===== config.mk =====
export PLATFORM = sky130hd
export DESIGN_NAME = timer_cmp
export DESIGN_NICKNAME = d
export VERILOG_FILES = /design/src/rtl/timer_pkg.sv /design/src/rtl/timer_prescaler.sv /design/src/rtl/timer_reg.sv /design/src/rtl/timer_cmp.sv
export SDC_FILE = /design/constraint.sdc
export NUM_CORES = 1
export LEC_CHECK = 0
export BUFFER_PORTS_ARGS = -buffer_cell sky130_fd_sc_hd__buf_2
export CAP_MARGIN = 20
export CELL_PAD_IN_SITES_DETAIL_PLACEMENT = 1
export CELL_PAD_IN_SITES_GLOBAL_PLACEMENT = 2
export CORE_MARGIN = 10
export CORE_UTILIZATION = 27
export CTS_CLUSTER_SIZE = 28
export DETAILED_ROUTE_END_ITERATION = 10
export GPL_ROUTABILITY_DRIVEN = 0
export PLACE_DENSITY = 0.61
export SLEW_MARGIN = 20
export SYNTH_ARGS = -nofsm -noshare
export SYNTH_HDL_FRONTEND = slang
export SYNTH_SLANG_ARGS = --single-unit
export TNS_END_PERCENT = 30

===== constraint.sdc =====
create_clock -name clk -period 6.5 [get_ports clk]
set_input_delay 0.975 -clock clk [delete_from_list [all_inputs] [get_ports clk]]
set_output_delay 0.975 -clock clk [all_outputs]
set_load 0.03 [all_outputs]

===== src/rtl/timer_pkg.sv =====
// ============================================================================
//  Module      : timer_pkg
//  Description : Register map and reset constants shared by the machine
//                timer block (timer_cmp and its sub-modules).
//  Revision    : 1.0 - initial release
// ============================================================================
`default_nettype none

package timer_pkg;

  // Register-port address map (3-bit select)
  localparam logic [2:0] TIMER_MTIME_LO    = 3'd0;
  localparam logic [2:0] TIMER_MTIME_HI    = 3'd1;
  localparam logic [2:0] TIMER_MTIMECMP_LO = 3'd2;
  localparam logic [2:0] TIMER_MTIMECMP_HI = 3'd3;
  localparam logic [2:0] TIMER_PRESCALE    = 3'd4;

  // mtimecmp resets to all ones so no interrupt fires until software programs it.
  // Wide enough for any XLEN up to 64; the top slices what it needs.
  localparam logic [127:0] TIMER_MTIMECMP_RESET = '1;

endpackage : timer_pkg

`default_nettype wire


===== src/rtl/timer_prescaler.sv =====
// ============================================================================
//  Module      : timer_prescaler
//  Description : Programmable divider for the machine timer. Counts 0..N and
//                strobes tick_o when the count equals N, so the timer advances
//                every N+1 cycles (N=0 -> every cycle). Writing N restarts the
//                count from zero.
//  Revision    : 1.0 - initial release
// ============================================================================
`default_nettype none

module timer_prescaler #(
  parameter int unsigned PRESCALE_W = 8
) (
  input  logic                  clk,
  input  logic                  reset,
  input  logic                  wr_i,
  input  logic [PRESCALE_W-1:0] wd_i,
  output logic [PRESCALE_W-1:0] div_o,
  output logic                  tick_o
);

  logic [PRESCALE_W-1:0] div_q, div_d;
  logic [PRESCALE_W-1:0] count_q, count_d;

  assign tick_o = (count_q == div_q);
  assign div_o  = div_q;

  // Next divider/count: a write reloads N and restarts; otherwise wrap at N
  always_comb begin
    div_d   = div_q;
    count_d = count_q + 1'b1;
    if (wr_i) begin
      div_d   = wd_i;
      count_d = '0;
    end else if (tick_o) begin
      count_d = '0;
    end
  end

  // Divider and count state
  always_ff @(posedge clk or posedge reset) begin
    if (reset) begin
      div_q   <= '0;
      count_q <= '0;
    end else begin
      div_q   <= div_d;
      count_q <= count_d;
    end
  end

endmodule : timer_prescaler

`default_nettype wire


===== src/rtl/timer_reg.sv =====
// ============================================================================
//  Module      : timer_reg
//  Description : Enable-gated register with asynchronous active-high reset
//                and a configurable reset value.
//  Revision    : 1.0 - initial release
// ============================================================================
`default_nettype none

module timer_reg #(
  parameter int unsigned   W         = 32,
  parameter logic [W-1:0]  RESET_VAL = '0
) (
  input  logic         clk,
  input  logic         reset,
  input  logic         en_i,
  input  logic [W-1:0] d_i,
  output logic [W-1:0] q_o
);

  logic [W-1:0] r_q;

  // Load d_i when enabled; reset takes effect immediately
  always_ff @(posedge clk or posedge reset) begin
    if (reset) begin
      r_q <= RESET_VAL;
    end else if (en_i) begin
      r_q <= d_i;
    end
  end

  assign q_o = r_q;

endmodule : timer_reg

`default_nettype wire


===== src/rtl/timer_cmp.sv =====
// ============================================================================
//  Module      : timer_cmp
//  Description : Machine timer. Free-running 2*XLEN mtime and mtimecmp,
//                accessed as XLEN halves; registered level interrupt when
//                mtime >= mtimecmp. Reading mtime_lo snapshots mtime_hi so a
//                lo-then-hi read pair is coherent.
//                Optional feature macro: TIMER_PRESCALE_EN (adds a
//                programmable tick divider at address 4).
//  Revision    : 1.0 - initial release
// ============================================================================
`default_nettype none

module timer_cmp
  import timer_pkg::*;
#(
  parameter int unsigned XLEN       = 32,
  parameter int unsigned PRESCALE_W = 8
) (
  input  logic            clk,
  input  logic            reset,
  input  logic [2:0]      addr,
  input  logic            we,
  input  logic            re,
  input  logic [XLEN-1:0] wd,
  output logic [XLEN-1:0] rd,
  output logic            tick,
  output logic            irq
);

  localparam int unsigned TW = 2 * XLEN;

  logic [TW-1:0]         mtime_q, mtime_d;
  logic [XLEN-1:0]       cmp_lo_q, cmp_hi_q;
  logic [XLEN-1:0]       snap_q;
  logic                  irq_q;
  logic [PRESCALE_W-1:0] w_prescale;
  logic                  w_tick_raw;

  logic w_wr_mtime_lo, w_wr_mtime_hi, w_wr_cmp_lo, w_wr_cmp_hi, w_mtime_en;

  assign w_wr_mtime_lo = we && (addr == TIMER_MTIME_LO);
  assign w_wr_mtime_hi = we && (addr == TIMER_MTIME_HI);
  assign w_wr_cmp_lo   = we && (addr == TIMER_MTIMECMP_LO);
  assign w_wr_cmp_hi   = we && (addr == TIMER_MTIMECMP_HI);

`ifdef TIMER_PRESCALE_EN
  timer_prescaler #(
    .PRESCALE_W (PRESCALE_W)
  ) u_prescaler (
    .clk    (clk),
    .reset  (reset),
    .wr_i   (we && (addr == TIMER_PRESCALE)),
    .wd_i   (wd[PRESCALE_W-1:0]),
    .div_o  (w_prescale),
    .tick_o (w_tick_raw)
  );
`else
  // No divider: the timer advances every cycle and address 4 reads zero
  assign w_prescale = '0;
  assign w_tick_raw = 1'b1;
`endif

  // Tick is forced low while reset is held
  assign tick = w_tick_raw & ~reset;

  // A software write to either mtime half wins over the tick (that count is dropped)
  assign w_mtime_en = w_wr_mtime_lo | w_wr_mtime_hi | tick;

  // Next mtime: written half replaces, other half holds; else full-width increment
  always_comb begin
    mtime_d = mtime_q + 1'b1;
    if (w_wr_mtime_lo) begin
      mtime_d = {mtime_q[TW-1:XLEN], wd};
    end else if (w_wr_mtime_hi) begin
      mtime_d = {wd, mtime_q[XLEN-1:0]};
    end
  end

  timer_reg #(.W(TW), .RESET_VAL('0)) u_mtime (
    .clk (clk), .reset (reset), .en_i (w_mtime_en), .d_i (mtime_d), .q_o (mtime_q)
  );

  timer_reg #(.W(XLEN), .RESET_VAL(TIMER_MTIMECMP_RESET[XLEN-1:0])) u_cmp_lo (
    .clk (clk), .reset (reset), .en_i (w_wr_cmp_lo), .d_i (wd), .q_o (cmp_lo_q)
  );

  timer_reg #(.W(XLEN), .RESET_VAL(TIMER_MTIMECMP_RESET[TW-1:XLEN])) u_cmp_hi (
    .clk (clk), .reset (reset), .en_i (w_wr_cmp_hi), .d_i (wd), .q_o (cmp_hi_q)
  );

  // Reading mtime_lo captures the upper half as it was in that same cycle
  timer_reg #(.W(XLEN), .RESET_VAL('0)) u_snap (
    .clk (clk), .reset (reset), .en_i (re && (addr == TIMER_MTIME_LO)),
    .d_i (mtime_q[TW-1:XLEN]), .q_o (snap_q)
  );

  // Interrupt level compares registered state, so it trails changes by one cycle
  always_ff @(posedge clk or posedge reset) begin
    if (reset) begin
      irq_q <= 1'b0;
    end else begin
      irq_q <= (mtime_q >= {cmp_hi_q, cmp_lo_q});
    end
  end

  assign irq = irq_q;

  // Read mux shows live pre-update values; mtime_hi always comes from the snapshot
  always_comb begin
    rd = '0;
    case (addr)
      TIMER_MTIME_LO:    rd = mtime_q[XLEN-1:0];
      TIMER_MTIME_HI:    rd = snap_q;
      TIMER_MTIMECMP_LO: rd = cmp_lo_q;
      TIMER_MTIMECMP_HI: rd = cmp_hi_q;
      TIMER_PRESCALE:    rd = XLEN'(w_prescale);
      default:           rd = '0;
    endcase
  end

endmodule : timer_cmp

`default_nettype wire


## Word level (Yosys, flattened, before mapping)

Cells that the tools add are included.

- Bits in writable memories: 0
- Memories kept: 0
- Flip-flop bits (word level): 161
- Bits in read-only memories: 0
- Output and inout bits: 34
- Input bits: 39
- Bits in latches: 0

- Shift operators: 0
- Reduce and logical (&&, ||, !) cells: 8
- Equal/unequal tests: 4
- Muxes and demuxes: 3
- Bitwise gates (word level): 4
- Magnitude comparators: 1
- $mul: 0
- Div/mod/pow operators: 0
- Add/subtract/negate cells: 1

Operator list:

| cell | number |
|---|---|
| one-hot mux 32 bit (4 select lines) | 1 |
| adder 64 x 1 -> 64 bit (second input constant) | 1 |
| greater-or-equal comparator 64 bit | 1 |
| two-way mux 64 bit | 1 |
| two-way mux 32 bit | 1 |
| == test 3 x 2 -> 1 bit (second input constant) | 2 |
| logical AND 1 bit | 5 |
| AND reduction 2 bit | 2 |
| == test 3 x 1 -> 1 bit (second input constant) | 1 |
| zero test 3 bit | 1 |
| != test 2 bit (second input constant) | 1 |
| inverter 1 bit | 2 |
| OR 1 bit | 2 |

## Depth between registers and ports, before layout

Gate-level depths: netlist of run 1.

- Depth after elaboration: 5
- Depth in mapped cells: 8
- Gate-level depth less buffers: 8

## Hierarchy

A second synthesis of run 1 with hierarchy kept.

- Cells, all modules: 1053
- Area, all modules: 11449.7 µm²

Modules (own cells, without submodules):

| module | area each (µm²) | cells an instance | sequential area each (µm²) | instances |
|---|---|---|---|---|
| timer_cmp | 4640.7 | 710 | 25.0 | 1 |
| timer_reg (u_cmp_hi ...) | 1388.8 | 69 | 840.8 | 2 |
| timer_reg (u_mtime) | 2682.6 | 136 | 1601.5 | 1 |
| timer_reg (u_snap) | 1348.8 | 69 | 800.8 | 1 |

## Worst setup path before layout of run 1

Ideal clock, no wire load.

- Path kind: input -> register
- From: input reset
- To: register u_mtime.r_q[25], in the netlist u_mtime.q_o[25]
- Setup time: 0.119 ns
- Path slack: 0.254 ns
- Stages on the path: 7
- Data arrival time: 6.127 ns
- Cells stage by stage: clkbuf_1 > inv_1 > nand2_1 > nor4_1 > nand3_1 > mux2i_1 > o21a_1

- Longest elaborated chain between the ends: 3

Ends and longest elaborated chain:

| what | RTL line | source |
|---|---|---|
| start: declaration | timer_cmp.sv:20 | `input logic reset,` |
| inverter 1 bit | timer_cmp.sv:64 | `assign tick = w_tick_raw & ~reset;` |
| net tick | timer_cmp.sv:26 | `output logic tick,` |
| OR 1 bit | timer_cmp.sv:67 | `assign w_mtime_en = w_wr_mtime_lo \| w_wr_mtime_hi \| tick;` |
| AND reduction 2 bit (no line) | - |  |
| end signal: assignment | timer_reg.sv:27 | `r_q <= d_i;` |
| end: declaration | timer_reg.sv:20 | `logic [W-1:0] r_q;` |

The timed path passes the listed nets, and every way through them passes these cells.
A chain may end at the register's enable or synchronous reset.

## Worst setup path after layout of run 1

- From: input addr[0]
- To: output rd[13]

- Longest elaborated chain between the ends: 2

Ends and longest elaborated chain:

| what | RTL line | source |
|---|---|---|
| start: declaration | timer_cmp.sv:21 | `input logic [2:0] addr,` |
| == test 3 x 2 -> 1 bit (tied with other cells) | timer_cmp.sv:111 | `case (addr)` |
| one-hot mux 32 bit (4 select lines) (*) | timer_cmp.sv:111 |  |
| end: declaration | timer_cmp.sv:25 | `output logic [XLEN-1:0] rd,` |

Every way passes the cells marked *; elsewhere a longest branch is shown, timed or not.

==> run summary, run 1 <==
The run finished with clean final reports. TritonCTS built the clock tree. The post-synth net total was 1,170; the height of the die was 213 um.

In this run, distinct cell masters in the synthesized netlist total 76. In this run the tool buffered the top-level ports with 72 buffer cells. The die covers 45,200 um^2.

The routed design could run at a clock period as short as 3740 ps. In this run, the number of DRC markers left after iteration 0 of detailed routing was 545. The number of max-slew violations in the final report came out at 0. The tools report the clock sink count as 161. The mean area per synthesized cell is 9.40 um^2. The critical path goes through buf_2, and3b_2, a22oi_1, nand2_1, buf_2.

The number of global-route vias before repair is 9,328. The largest total area in the synthesized netlist belongs to dfrtp_1. After detailed routing, the number of remaining DRC violations is 0. The clock skew after layout is 10.5 ps. The most numerous cell type found on the critical path is buf_2. The tools report the effective utilization at floorplan as 27.4%.

For this run, the top clock speed supported by timing is 0.267 GHz. Count of maximum capacitance violations: 0. The aggregate routed wire length was 38.9 mm. The most used flip-flop cell after synthesis is dfrtp_1. The synthesized design devotes to its leading area cell type 24.2% of total area. The detailed-routing iteration count for the pre-antenna-repair pass came out at 5. Data on the critical path is required at its endpoint by 5520 ps. The logs give 27.3 mm for the detailed-placement wirelength estimate and 1,220 for the total number of nets in the final design. For the worst-skew pair, the clock arrives at the later sink with an insertion delay of 440 ps.

For flop-to-flop paths, the worst setup slack is 3530 ps. The average wire per cell in the routed design was 24.3 um. The tree is rooted in a clkbuf_16. The first global-routing pass estimated 60.1 mm of wire. The global routing usage summed across all routing layers was 17.5%; the site row count was 70.

The total CTS buffers is 17, and the post-detailed-route via-to-cell ratio is 5.52. The number of enable flip-flop cells after synthesis was 0. In this run the number of H-tree levels came out at 4.

The logs give 0 for the number of warnings reported in the yosys synthesis log and 0 for the number of nets still failing antenna checks after routing. The core occupancy in the finished layout came out at 31.4%. Worst hold-check path type: flip-flop to flip-flop. Measured along the x axis, the die boundary spans 213 um. After clock tree synthesis, the clock-pin slew on the worst setup and hold paths is 60 ps. The actual slew at the worst max-slew pin works out to 1030 ps. The maximum fanout along the worst path works out to 33. The logs give 73 for the number of top-level design ports and 8,826 for the total number of vias.

The number of failing hold endpoints at the final stage is 0. Synthesis inferred 161 register bits. After layout, the worst path uses 57.5% of the clock period.

Among all stages on the critical path, the largest delay is contributed by and3b_2. The design draws 3580 uW. In this run the post-CTS setup repair buffer count came out at 0. The peak per-stage delay on the critical path was 920 ps; the number of antenna violations at the first check in global routing was 1.

The logs give 2 for the number of buffers on the longest clock path and 0 ps for the final sum of negative setup slack. Setup repair after global routing left no endpoint under its margin. In the final layout, the share of cells above drive strength 1 is 24.7%. Buffers inserted to repair hold after CTS numbered 0.

Relative slew slack: 31.2%. The critical path endpoint category is an output pin. The worst path arrival time is 2770 ps, and the areal power density over the cells is 311 nW/um^2. Synthesis produced 1,066 cells. IR analysis of the VDD net gives a maximum drop of 0.183 mV. The most instantiated library cell after synthesis is nand2_1. Post-CTS repair changed the size of 0 cells. In the post-synthesis netlist, the biggest area contributors are dfrtp_1 (24%), dfstp_2 (17%), ha_1 (8.1%). Summed over all cells, the static leakage comes to 0.00489 uW. Setup violations remaining at the end of the flow were counted as 0. The core region is 36,600 um^2. The worst setup path is launched from a primary input. Summing the sequential cell areas from Yosys gives 41.0% of the chip area. The area growth from synthesis to layout is 14.8%.

The area of the mapped netlist was 10,000 um^2; the share of async-settable or async-resettable flops after synthesis was 100%. Entering global routing, the biggest net connects 61 pins. The finished cells cover 11,500 um^2.

The placed instances occupy a cell area of 10,900 um^2. Counting instances in the post-synthesis netlist gives the leading cell types as nand2_1 (119), dfrtp_1 (97), inv_1 (74). Overall overflow remaining after global route: 0. The kind of critical path was primary input to output pin.
[final timing paths]
check	start	to	cells past startpoint
worst min register to register	u_snap.q_o[10]	u_snap.q_o[10]	1
min in group asynchronous	reset	u_mtime.q_o[32]	2
worst max register to register	u_mtime.q_o[7]	u_mtime.q_o[49]	6
worst max-delay path	addr[0]	rd[13]	5
worst min-delay path	u_snap.q_o[10]	u_snap.q_o[10]	1
max in group asynchronous	reset	u_snap.q_o[16]	3
[metrics by stage]
stage                     hold slack (ps)  std cells  setup WS (ps)
final                                 513       1598           2760
after global routing                  521       1597           2660
after CTS                             512       1597           2710
after detailed placement              497       1565           2710
after global placement                489       1564           2710
after floorplan                       481       1066            254
[worst max-delay path, delay by kind of cell]
family | cells | cell delay (ps)
AO/OA/AOI/OAI | 1 | 200
buffers and inverters | 2 | 450
AND/OR/NAND/NOR | 2 | 1130
[kinds of logic (layout without fill, tap and decap cells)]
| logic type | after synthesis | in the layout | share of synthesized area [%] |
|---|---|---|---|
| simple gates | 348 | 348 | 18.5 |
| compound gates | 292 | 292 | 19.5 |
| flops | 161 | 161 | 41.0 |
| buf+inv | 130 | 193 | 5.08 |
| mux | 69 | 69 | 7.71 |
| fa+ha+maj | 65 | 65 | 8.12 |
| xor+xnor | 1 | 1 | 0.0874 |
| other cells | 0 | 1 | 0 |
[cell usage in the layout, fill, tap and decap left out, drive strengths merged, types with 7 or more instances in the layout]
cell	synthesis	final
nand2	120	120
dfrtp	97	97
buf	15	87
inv	74	74
a22oi	70	70
mux2	65	65
ha	65	65
o21ai	64	64
dfstp	64	64
nor2	60	60
a21oi	51	51
nand3	41	41
nand4	29	29
nor3	28	28
clkbuf	41	23
o22ai	16	16
and4	13	13
and3	13	13
a211oi	11	11
a31oi	10	10
nor4	10	10
o211ai	9	9
a311oi	8	8
or3	8	8
o21a	7	7
and2	7	7
[layer usage]
metal / GRT usage [%] / part of all wire [%] / vias to the layer above
met2: 30.6 / 51 / 145
met4: 3.79 / 1.2 / 0
met3: 2.74 / 3.1 / 22
met1: 22.0 / 45 / 4586
li1: - / - / 4073
met5: 0 / 0 / -
[state kept, by name, indices dropped and copies added, names as in the netlist]
signal and flops:
u_cmp_lo.q_o 32, u_cmp_hi.q_o 32, u_snap.q_o 32, irq 1
u_mtime.q_o 64
[area by class of cell]
cell class,instances,area [um^2]
timing repair buffer,87,485
tap,468,586
multi-input combinational,775,5430
fill,4239,25100
clock inverter,9,131
clock buffer,23,468
antenna,1,2.50
sequential,161,4110
inverter,74,283
[power breakdown]
part	internal [uW]	switching (uW)
clock	625	443
sequential	1280	250
combinational	393	586
total	2300	1280
(Power assumes the default switching activity.)
==> run 2: changes to the inputs <==
Settings changed: ABC_AREA set to 1, PLACE_DENSITY 0.61 to 0.67.
Clock period 6.5 ns to 3.9 ns, I/O delays scaled along.
==> run summary, run 2 <==
Once the floorplan was initialized, standard cells occupied 27.3% of the core. The share of post-route cells with drive strength above 1 was 13.2%. Detailed placement finished with a half-perimeter wire length of 41.5 mm.

Registers are responsible for 43.2% of the overall power. The family of cells with the greatest summed delay on the critical path was buffers and inverters. The number of failing hold endpoints at the final stage is 0, and the share of async-settable or async-resettable flops after synthesis is 100%.

For this design the ratio of total power to cell area is 495 nW/um^2. The logs give 30.4% for the logic gate share of total power and 0 for the number of gates resized after cts. Summing the sequential cell areas from Yosys gives 35.9% of the chip area. After global routing the overflow that remains totals 0. Subtracting the final worst setup slack from the clock period gives 2880 ps.

Yosys attributes the largest share of cell area to dfrtp_1 (21%), nand2_1 (18%), dfstp_2 (15%). The number of enable flip-flop cells after synthesis works out to 0. In this design, the stage delay of the slowest critical-path cell is 560 ps. The worst register-to-register path ends at u_mtime.q_o[52]. After floorplanning, the core was divided into 75 placement rows.

The worst setup path is launched from a primary input. Fill cells in the final layout number 5,268. The worst hold-check path type was primary input to flip-flop. In this run the remaining antenna-violating nets after routing total 0.

The run gives 2 as the number of buffers on the longest clock path. Setup slack on the worst reg-to-reg path comes out at 1370 ps. Number of global-route vias before repair: 11,700. The commonest non-fill, non-tap cell in the layout is nand2_1. The routed design has 53.0 mm of wire. The root buffer cell was clkbuf_16.

In this run the post-CTS setup repair buffer count came out at 0. The number of hold-repair buffers added at the cts stage is 0. The average wire per cell in the routed design came out at 23.2 um.

At the worst endpoint, the required time is 3310 ps. STA classifies the critical path endpoint as an output pin. VDD sags by at most 0.304 mV. For this block, wires on met1 add up to 26.0 mm.

The relative slew slack is 34.6%. The run gives 37 as the distinct cell type count of the synthesized netlist. After synthesis, the largest family of logic cells by area is simple AND/OR/NAND/NOR gates.

The internal power of the cells totals 3750 uW. In this run the number of H-tree levels came out at 4. Summing the areas of all fa, ha and maj instances in the mapped netlist gives 7.10% of the synthesized area.

Slowest cell on the critical path: inv_2. The clock skew after layout was 9.33 ps. In the post-synthesis netlist, the cell with the most instances is nand2_1.

TritonCTS built the clock tree. The run gives 11,400 um^2 as the area of the mapped netlist. Sorting the synthesized cells by how often they occur yields nand2_1 (558), inv_1 (211), nor2_1 (151). The clock network fraction of design power was 26.4%. The register area was 4110 um^2; the number of failing setup endpoints in the final timing report was 0. The run finished with clean final reports. The post-synth net total was 1,795; the leakage power summed over all cells was 0.00613 uW.

STA puts the critical path data arrival time at 2290 ps. The logs give 0 for the number of max-slew violations in the final report and 0 ps for the final sum of negative setup slack. Synthesis inferred 161 register bits.

At the end of the flow the core is filled with cells to 30.8%. Period utilization: 73.8%. 73 I/O pins were placed. Multiplexer area fraction after synthesis: 0.885%. The tools report the critical hold path startpoint as wd[1].

The critical path goes through buf_2, inv_1, nor2_1, nand2_1, inv_2, nand2_1, o2111ai_1, buf_2. The count of maximum capacitance violations is 0. The floorplan step set the die height to 226 um. During placement, the flow inserted port buffers numbering 72. Net switching is 41.3% of the power.

Fmax: 0.347 GHz. Share of Yosys cell area claimed by the top area cell type: 21.2%. From left edge to right edge, the die measures 226 um.

The tools report the detailed-route DRC error count as 0. In this run, the number of DRC markers left after iteration 0 of detailed routing was 800. Most used flip-flop cell after synthesis: dfrtp_1. The global-route wire length before repair came out at 79.0 mm. The number of antenna violations at the first check in global routing is 2, and the total number of vias is 11,500. For the cell area after placement, the log shows 12,400 um^2. In this run the mean area of a mapped cell was 6.77 um^2. For the synthesized netlist cell count, the log shows 1,691. The detailed router used layers up to and including met5. The number of antenna diodes in the final layout is 0. The depth of the worst hold-timing path came out at 3.

dfrtp_1 takes more of the synthesized area than any other cell. Summed over all nets, the switching power comes to 2630 uW. Detailed routing placed a total of 1.96 mm of wire on met3.

Dividing the detail-routed via count by the number of cells gives 5.02. The total CTS buffers was 17; the number of flip-flops under the largest register name was 64. The number of buffers and inverters on the critical path is 4. After detailed routing, the met2 layer carries 24.2 mm of wire.

The xor and xnor area share after synthesis was 0%; the number of warnings reported in the yosys synthesis log was 0. The area growth from synthesis to layout is 12.7%. For the worst flop-to-flop path, the logic depth is 10.

For the clock sink count, the log shows 161. Setup repair after global routing left no endpoint under its margin. Global routing consumed, over all layers together, 21.1% of the routing resources. The maximum fanout along the worst path was 33.

The critical path is of the primary input to output pin type. The actual slew at the worst max-slew pin is 982 ps. The total area inside the core boundary comes to 41,900 um^2. The top cell types in the final layout, fill and taps aside, are nand2_1 (557), inv_1 (210), nor2_1 (151), o21ai_0 (133), nand3_1 (103). The multi-input combinational cells in the finished layout cover a total of 6260 um^2.

The simple logic cell fraction of the synthesized area works out to 32.3%. For the pin count of the biggest net entering global routing, the log shows 162. The insertion delay of the later-clocked pin in the worst-skew pair came out at 470 ps. The worst hold path terminates at u_mtime.q_o[1]. Summing the areas of all compound-gate instances in the mapped netlist gives 14.4% of the synthesized area. In this run the critical register-to-register path is launched from u_mtime.q_o[1]. The area enclosed by the die boundary is 51,000 um^2, and the total number of nets in the final design is 1,840.

For the detailed-routing iteration count for the pre-antenna-repair pass, the log shows 5. The register clock-pin slew on the reported worst setup and hold paths is 60 ps, and the area of all placed cells without fillers is 12,900 um^2.
## run 2: stage by stage
stage          hold slack (ps)  setup slack [ps]  instances  power (uW)
6_report                   381              1020       2288        6380
5_1_grt                    399               877       2288        6840
4_1_cts                    365              1010       2288        6440
3_5_place_dp               477               910       2256        4710
3_3_place_gp               469               971       2256        4660
2_1_floorplan              454               733       1691        3840
## run 2: cells by family after synthesis
family	Yosys count
DFF	161
muxes	9
buffers and inverters	279
adders and majority gates	65
AOI/OAI and AO/OA	294
and+or+nand+nor	883
## run 2: cell type report
type / count / area share, %
sequential: 161 / 31.9
timing repair buffer: 86 / 3.71
tap: 539 / 5.23
inverter: 219 / 6.40
clock buffer: 26 / 3.79
multi-input combinational: 1251 / 48.6
clock inverter: 6 / 0.446
## run 2: tightest hold or removal path: stages
cell	delay [ps]
buf_2	110
nand2_1	60
a21oi_1	60
## run 2: routing by layer
metal | GRT usage, % | up-vias
met5 | 0 | -
met4 | 5.77 | 2
met3 | 2.84 | 41
met2 | 33.3 | 191
met1 | 29.5 | 5699
li1 | - | 5554
## run 2: power groups by stage
stage,logic [uW],registers (uW),clock network [uW]
global route,2240,2810,1780
global placement,1890,2770,0
CTS,1960,2750,1730
finish,1940,2760,1690
floorplan,1370,2470,0
detailed placement,1950,2770,0
## run 2: worst max path at each step
stage                  from         endpoint  slack (ps)  cells after the start
floorplan             reset             tick         730                      1
global placement    addr[1]  u_mtime.q_o[32]         970                     11
detailed placement  addr[1]   u_mtime.q_o[9]         910                      9
CTS                 addr[1]           rd[17]        1010                      8
global route        addr[1]           rd[17]         880                      8
finish              addr[1]           rd[16]        1020                      8
==> run 3: changes to the inputs <==
Clock period 3.9 ns to 2.8 ns, I/O delays scaled along.
==> run summary, run 3 (synthesis results as in run 2) <==
Using the TritonRoute via totals, the vias-per-cell ratio works out to 5.06. TritonCTS built the clock tree. Walking the worst path, the cells encountered are buf_2, inv_1, nor2_1, nand2_1, inv_2, buf_4, nand2_1, o2111ai_1, buf_2. In the finished design, the share of the clock period the worst path needs comes to 85.9%. The logs give 12,500 um^2 for the cell area after placement and 41,900 um^2 for the area of the core region. The kind of critical path is primary input to output pin. CTS saw 161 sinks. Across the run, the number of max-cap violations was 0.

Hold repair after CTS inserted 0 buffers. The total number of nets in the final design was 1,861; the pin count of the biggest net entering global routing was 162. The number of failing setup endpoints in the final timing report was 0; the global-route wire length before repair was 79.8 mm. Setup repair after global routing left no endpoint under its margin.

For the leakage power summed over all cells, the log shows 0.00624 uW. Port buffering added 72 buffers. Fill cells in the final layout number 5,278.

The post-route non-filler standard cell count came out at 2,309. The areal power density over the cells is 689 nW/um^2, and the power dissipated by switching net loads is 3740 uW. Summing all non-filler instances in the final layout gives an area of 13,100 um^2. The setup check on the worst reg-to-reg path leaves a slack of 500 ps. The tools report the maximum vdd ir drop as 0.405 mV. The depth of the CTS H-tree is 4, and the number of antenna violations at the first check in global routing is 1. The final sum of negative setup slack was 0 ps. The buffers inserted during post-CTS setup optimization came out at 0. Data on the critical path is required at its endpoint by 2380 ps. Share of total power consumed by net switching: 41.4%. Leaving out fill and tap cells, the most frequent cells in the layout are nand2_1 (557), inv_1 (210), nor2_1 (151), o21ai_0 (133), nand3_1 (103). Once detail routing completed, the nets flagged for antenna violations numbered 0. For the pin with the worst max-slew slack, the measured transition is 1010 ps. Of the total power, the clock network draws 26.5%.

Pin placement for this block handled 73 I/O pins. The peak per-stage delay on the critical path works out to 330 ps. The slowest cell on the critical path was inv_2. The worst setup path is launched from a primary input. The commonest non-fill, non-tap cell in the layout is nand2_1.

The height of the die was 226 um; the number of gates resized after cts was 0. The critical path endpoint category is an output pin. Root buffer cell: clkbuf_16.

Clock-pin slew was measured on the worst setup and hold paths at 70 ps. Detailed placement finished with a half-perimeter wire length of 41.6 mm. For the final database, setup skew stands at 12.0 ps. The tools report the number of max-slew violations in the final report as 0. In this run the tightest slew margin relative to its limit is 32.8%.

Number of failing hold endpoints at the final stage: 0. The tools report the detailed-routing iteration count for the pre-antenna-repair pass as 5. The tools report the overall overflow remaining after global route as 0. The logs give 1990 ps for the worst path arrival time and 9020 uW for the power consumption. Including well taps, the total number of placed cells is 2,277. The synthesis-to-layout area growth works out to 14.4%. The number of global-route vias before repair is 11,800, and the area enclosed by the die boundary is 51,000 um^2.

The antenna diode count came out at 0. The run finished with clean final reports. Worst hold-check path type: primary input to flip-flop. The site row count came out at 75. The die width is 226 um, and the insertion delay of the later-clocked pin in the worst-skew pair is 480 ps. In this run, the number of DRC markers left after iteration 0 of detailed routing was 968. After detailed routing, the average wire length per cell comes to 23.3 um. In the final layout, the share of cells above drive strength 1 is 14.4%. Internal power comes to 5280 uW. The smallest clock period supported by the final layout is computed as 2410 ps. TritonCTS created 17 clock buffers. Aggregate routed wire length: 53.7 mm.

The number of flip-flops under the largest register name is 64. Per report_power, the sequential group accounts for 41.6% of the total. The run gives 27.3% as the effective utilization at floorplan. The worst hold slack across all endpoints is 224 ps.

The longest clock path from root to sink contains 2 buffers. The logic gate share of total power was 31.9%. For the global routing usage summed across all routing layers, the log shows 21.3%. Of all nets on the critical path, the largest fanout is 13.

The total number of vias is 11,700, and the fmax is 0.416 GHz. In the routed design, unresolved DRC markers number 0.
[run 3: cell count changes in the layout (fill, tap and decap cells not counted)]
cell	previous run	this run
buf_12	1	3
buf_4	13	32
clkbuf_1	6	3
clkinvlp_4	2	6
clkinv_2	4	3
[run 3: worst max-delay path: cells and delay by family]
kind	cells	cell delay, ps
buffers and inverters	5	1000
AND/OR/NAND/NOR	3	360
AO/OA/AOI/OAI	1	200
[run 3: worst paths after layout]
kind	start	end	depth (start not counted)
min	wd[1]	u_mtime.q_o[1]	3
min reg2reg	u_snap.q_o[1]	u_snap.q_o[1]	2
max	addr[1]	rd[14]	9
max reg2reg	u_mtime.q_o[34]	u_mtime.q_o[47]	9
min in group asynchronous	reset	u_snap.q_o[7]	3
max in group asynchronous	reset	u_snap.q_o[22]	3
[run 3: power groups by stage]
stage               Clock [uW]  Combinational (uW)  Sequential [uW]
finish                    2390                2880             3750
global route              2530                3290             3820
CTS                       2450                2900             3740
detailed placement           0                2890             3770
global placement             0                2810             3770
floorplan                    0                1910             3430
[run 3: routing by layer]
layer	wire, um	GRT usage, %
met5	12	0
met1	26400	30.3
met3	2270	2.93
met4	1190	6.62
met2	23900	32.6
[run 3: area by class of cell]
class | instances | area [um^2] | share of cell area (%)
clock inverters | 9 | 82.6 | 0.631
multi-input cells | 1251 | 6260 | 47.8
well taps | 539 | 674 | 5.15
inverters | 219 | 826 | 6.31
repair buffers | 107 | 661 | 5.04
clock buffers | 23 | 478 | 3.65
flip-flops and latches | 161 | 4110 | 31.4
[run 3: per-stage QoR]
| stage | setup slack, ps | util, % |
|---|---|---|
| global placement | 390 | 29.9 |
| floorplan | -36.7 | - |
| CTS | 369 | 31.2 |
| global route | 257 | 31.2 |
| finish | 394 | 31.2 |
| detailed placement | 395 | 29.9 |
